## src/rtl/tx_sequencer.sv

```systemverilog
// Transmit keying sequencer: orders T/R relay, PA bias and RF enable on key and
// unkey so relays never switch hot, with an optional transmit-timeout lockout.
module tx_sequencer #(
    parameter logic [23:0] RELAY_DLY   = 24'd768000,
    parameter logic [23:0] BIAS_DLY    = 24'd76800,
    parameter logic [23:0] TAIL_DLY    = 24'd76800,
    parameter logic [31:0] TIMEOUT_CYC = 32'd0
) (
    input  logic       clk,
    input  logic       rst,
    input  logic       ptt_req,
    input  logic       ext_txinhibit,
    input  logic       pa_enable,
    input  logic       tr_disable,
    input  logic       vna,
    output logic       pa_exttr,
    output logic       pa_inttr,
    output logic       pwr_envbias,
    output logic       pwr_envpa,
    output logic       pwr_envop,
    output logic       tx_on,
    output logic       tx_timeout,
    output logic [2:0] seq_state
);

    typedef enum logic [2:0] {
        IDLE       = 3'd0,
        KEY_TR     = 3'd1,
        KEY_BIAS   = 3'd2,
        TX         = 3'd3,
        UNKEY_RF   = 3'd4,
        UNKEY_BIAS = 3'd5,
        LOCKOUT    = 3'd6
    } state_t;

    state_t      state, state_nxt;
    logic [23:0] dly_cnt, dly_load;
    logic [31:0] tx_cnt;
    logic        pa_en_l, tr_dis_l, pa_en_nxt, tr_dis_nxt;
    logic        tmo_nxt, timeout_hit, release_req;
    logic        tr_nxt, bias_nxt;
    logic        exttr_nxt, inttr_nxt, envbias_nxt, envop_nxt, tx_on_nxt;
    logic        envbias_q;

    // A zero delay still costs one cycle in the state.
    function automatic logic [23:0] dly_m1(input logic [23:0] d);
        return (d == 24'd0) ? 24'd0 : d - 24'd1;
    endfunction

    assign release_req = ~ptt_req | ext_txinhibit;
    assign timeout_hit = (TIMEOUT_CYC != 32'd0) && (tx_cnt == TIMEOUT_CYC - 32'd1);

    // State register plus the registered outputs derived from the next state
    always_ff @(posedge clk) begin
        if (rst) begin
            state       <= IDLE;
            dly_cnt     <= 24'd0;
            tx_cnt      <= 32'd0;
            tx_timeout  <= 1'b0;
            pa_en_l     <= 1'b0;
            tr_dis_l    <= 1'b0;
            pa_exttr    <= 1'b0;
            pa_inttr    <= 1'b0;
            envbias_q   <= 1'b0;
            pwr_envop   <= vna & ~ext_txinhibit;
            tx_on       <= 1'b0;
        end else begin
            state      <= state_nxt;
            tx_timeout <= tmo_nxt;
            pa_en_l    <= pa_en_nxt;
            tr_dis_l   <= tr_dis_nxt;
            if (state_nxt != state)
                dly_cnt <= dly_load;
            else if (dly_cnt != 24'd0)
                dly_cnt <= dly_cnt - 24'd1;
            if (state_nxt == TX && state != TX)
                tx_cnt <= 32'd0;
            else if (state == TX && tx_cnt != 32'hFFFF_FFFF)
                tx_cnt <= tx_cnt + 32'd1;
            pa_exttr  <= exttr_nxt;
            pa_inttr  <= inttr_nxt;
            envbias_q <= envbias_nxt;
            pwr_envop <= envop_nxt;
            tx_on     <= tx_on_nxt;
        end
    end

    always_comb begin
        state_nxt  = state;
        tmo_nxt    = tx_timeout;
        pa_en_nxt  = pa_en_l;
        tr_dis_nxt = tr_dis_l;
        case (state)
            IDLE: begin
                if (ptt_req && !ext_txinhibit && !tx_timeout) begin
                    state_nxt  = KEY_TR;
                    pa_en_nxt  = pa_enable;
                    tr_dis_nxt = tr_disable;
                end
            end
            // No RF has gone out yet, so an early release skips the tail.
            KEY_TR: begin
                if (release_req)              state_nxt = UNKEY_BIAS;
                else if (dly_cnt == 24'd0)    state_nxt = KEY_BIAS;
            end
            KEY_BIAS: begin
                if (release_req)              state_nxt = UNKEY_BIAS;
                else if (dly_cnt == 24'd0)    state_nxt = TX;
            end
            TX: begin
                if (timeout_hit) begin
                    state_nxt = UNKEY_RF;
                    tmo_nxt   = 1'b1;
                end else if (release_req) begin
                    state_nxt = UNKEY_RF;
                end
            end
            UNKEY_RF: begin
                if (dly_cnt == 24'd0) state_nxt = UNKEY_BIAS;
            end
            UNKEY_BIAS: begin
                if (dly_cnt == 24'd0) state_nxt = tx_timeout ? LOCKOUT : IDLE;
            end
            LOCKOUT: begin
                if (!ptt_req) begin
                    state_nxt = IDLE;
                    tmo_nxt   = 1'b0;
                end
            end
            default: state_nxt = IDLE;
        endcase
    end

    always_comb begin
        tr_nxt      = state_nxt inside {KEY_TR, KEY_BIAS, TX, UNKEY_RF, UNKEY_BIAS};
        bias_nxt    = state_nxt inside {KEY_BIAS, TX, UNKEY_RF};
        exttr_nxt   = tr_nxt;
        inttr_nxt   = tr_nxt & (pa_en_nxt | ~tr_dis_nxt);
        envbias_nxt = bias_nxt & pa_en_nxt;
        envop_nxt   = bias_nxt | (vna & ~ext_txinhibit);
        tx_on_nxt   = (state_nxt == TX);
        case (state_nxt)
            KEY_TR, UNKEY_BIAS: dly_load = dly_m1(RELAY_DLY);
            KEY_BIAS:           dly_load = dly_m1(BIAS_DLY);
            UNKEY_RF:           dly_load = dly_m1(TAIL_DLY);
            default:            dly_load = 24'd0;
        endcase
    end

    assign pwr_envbias = envbias_q;
    assign pwr_envpa   = envbias_q;
    assign seq_state   = state;

endmodule
```

## config.mk

```make
export PLATFORM = sky130hd
export DESIGN_NAME = tx_sequencer
export DESIGN_NICKNAME = d
export VERILOG_FILES = /design/src/rtl/tx_sequencer.sv
export SDC_FILE = /design/constraint.sdc
export NUM_CORES = 1
export LEC_CHECK = 0
export ABC_AREA = 1
export CORE_MARGIN = 4
export CORE_UTILIZATION = 55
export DETAILED_ROUTE_END_ITERATION = 8
export PLACE_DENSITY = 0.76
export REMOVE_ABC_BUFFERS = 1
export SYNTH_ARGS = -nofsm -noshare
export SYNTH_HDL_FRONTEND = slang
export SYNTH_SLANG_ARGS = --single-unit
export TNS_END_PERCENT = 1
```

## constraint.sdc

```tcl
create_clock -name clk -period 4.6 [get_ports clk]
set_input_delay 0.46 -clock clk [delete_from_list [all_inputs] [get_ports clk]]
set_output_delay 0.46 -clock clk [all_outputs]
set_load 0.01 [all_outputs]
```

==> impl_metrics.yaml <==
cells_and_area:
  finalInstanceArea_um2: 2381
  layout_common_cells: "nand2_1, nor2_1, dfxtp_1"
  drive_gt1_frac: 0.1383
  synthToLayoutAreaGrowth_pct: 12.40
  layout_commonest_cell: "nand2_1"
  fin_nets: 319
  antenna_cells: 0
cts:
  cts_root_buf: "clkbuf_8"
  path_clk_slew_ns: 0.08
  cts_setup_buffers: 0
  ctsResizeCount: 0
  htree_levels: 2
  clock-sinks: 34
  clk_latency_ns: 0.30
  cts_tree: "done"
  cts_buffer_depth: 2
  numCtsBuffers: 5
  ctsHoldBuffers: 0
detailed_routing:
  wl_per_cell_um: 14.06
  drc: 0
  vias: 1964
  first_pass_iters: 4
  ant_nets: 0
  detail_route.iter0.violations: 142
  wl_um: 5047
  viasPerCell: 5.471
timing:
  fmax_ghz: 0.3427
  rsz0062_at_grt: "no"
  worst_pin_slew_ns: 0.9908
  finalSetupTns_ns: 0
  finalCritPeriodShare: 0.6343
  setup_viol: 0
  fin_skew_ns: 0.009792
  relSlewSlack: 0.3374
  fin_crit_ns: 2.918
  hold_viol: 0
  maxSlewViolCount: 0
grt:
  gr-usage-all-layers: 0.2187
  grt_max_degree: 24
  grt_overflow_total: 0
  grt_pass1_wl_um: 8638
  antenna_found_initial: 0
  grt_pass1_vias: 1840
floorplanning:
  start_util: 0.5743
  die_w_um: 70.06
  placementRows: 22
  coreArea_um2: 3689
  die_area_um2: 4908
  die_y_um: 70.06
  ios: 17
power_and_ir_drop:
  power_leakage_nw: 1.077
  p_per_area_nw_per_um2: 716.6
  vdd_ir_drop_max_uv: 411.3
placed_design:
  placed_area_um2: 2267
  hpwl_um: 3755
  place_congestion: 0.9597
  numPortBuffers: 15
worst_setup_path:
  cp-start-kind: "input pin"
  worstPathRequired_ns: 4.80
  crit_arrival_ns: 3.12
  critPathKind: "input pin to flop"
  setup.worst_path.end_class: "flop"
  crit_fanout: 19
job:
  drv_cap: 0
synthesis:
  async_flop_share: 0
  synth_cell_type_count: 34
  postSynthCellCount: 297
  synth_area_um2: 2118
  yosysSeqAreaShare: 0.3213
  ys.warnings.count: 0
  synth-edff-count: 0
  synth_area_per_cell_um2: 7.132
  yosys_register_bits: 34
  ys.flop_type: "dfxtp_1"
status:
  run_status: "finished clean"
min_path:
  hold_path.class: "flop to flop"
-- cells in the mapped netlist (5+ instances only) --
cell type  number  area, µm²
o2111ai_1       8      70.07
nand2_1        55      206.5
xor2_1         13      113.9
nand2_2         5      31.28
dfxtp_1        34      680.7
nor4_2          5      62.56
nor2_1         50      187.7
nand3_1        11      55.05
xnor2_1         6      52.55
nor2_2          9      56.30
nor3_1          7      35.03
buf_4           5      37.54
nand4_1        15      93.84
a21oi_1        14      70.07
inv_1          22      82.58
-- layout make-up --
class | count | area [µm²]
flip-flops and latches | 34 | 680.7
clock inverters | 3 | 45.04
inverters | 27 | 101.3
repair buffers | 15 | 150.1
fillers | 358 | 1308
multi-input cells | 227 | 1275
clock buffers | 5 | 68.82
well taps | 48 | 60.06
-- worst paths after layout --
kind                            cells after the start        from          to  slack (ns)
worst max-delay path                               14     ptt_req  dly_cnt[0]        1.68
worst min-delay path                                2    tr_dis_l    tr_dis_l        0.49
worst max register to register                     13  dly_cnt[0]  dly_cnt[0]        1.77
worst min register to register                      2    tr_dis_l    tr_dis_l        0.49
-- sequential cells by signal, summed over array words and instances, names as in the netlist --
signal and count:
pwr_envop 1, dly_cnt 24, tx_on 1, pa_exttr 1
pa_inttr 1, pa_en_l 1, tr_dis_l 1, seq_state 3
pwr_envbias 1
-- per-layer routing --
layer  wire length (µm)  global-route usage
met5                  0                   0
met4                 65             0.07447
met3                304             0.05612
met2               2293              0.3389
met1               2384              0.2945
-- metrics by stage --
stage	utilization	setup slack (ns)	power [W]	instances	hold slack, ns
floorplan	-	2.315	0.001206	288	0.4562
global placement	0.6147	1.481	0.001401	351	0.4719
detailed placement	0.6147	1.439	0.001414	351	0.4783
CTS	0.6455	1.728	0.001703	359	0.4961
global route	0.6455	1.357	0.001852	359	0.5457
finish	0.6455	1.682	0.001706	359	0.4927
-- where the power goes --
group / switching (W) / internal (W) / total (W) / leakage [nW]
clock: 0.000118 / 0.000161 / 0.000279 / 0.0504
combinational: 0.000615 / 0.000354 / 0.000969 / 0.748
sequential: 0.0000823 / 0.000376 / 0.000458 / 0.279
total: 0.000815 / 0.000891 / 0.00171 / 1.08
-- critical path: stages --
cell and delay, ns:
clkdlybuf4s50_1 0.48, inv_1 0.06, nor2_2 0.17, nand2_1 0.12, nor3_1 0.21, nor2_1 0.12, nand2_1 0.10, nand2_1 0.06
nand2_2 0.30, nand3_2 0.36, nand2_1 0.41, inv_1 0.10, nor2_1 0.14, nor2_1 0.05
-- kinds of logic (layout without fill, tap and decap cells) --
logic type	after synthesis	count (layout)	synth area share
flops	34	34	0.3213
other cells	1	1	0.001770
simple gates	173	173	0.4076
compound gates	31	31	0.09747
mux	1	1	0.004726
fa+ha+maj	2	2	0.01181
buf+inv	36	50	0.07678
xor+xnor	19	19	0.07856
No activity file was read; power rests on OpenSTA's default activity.
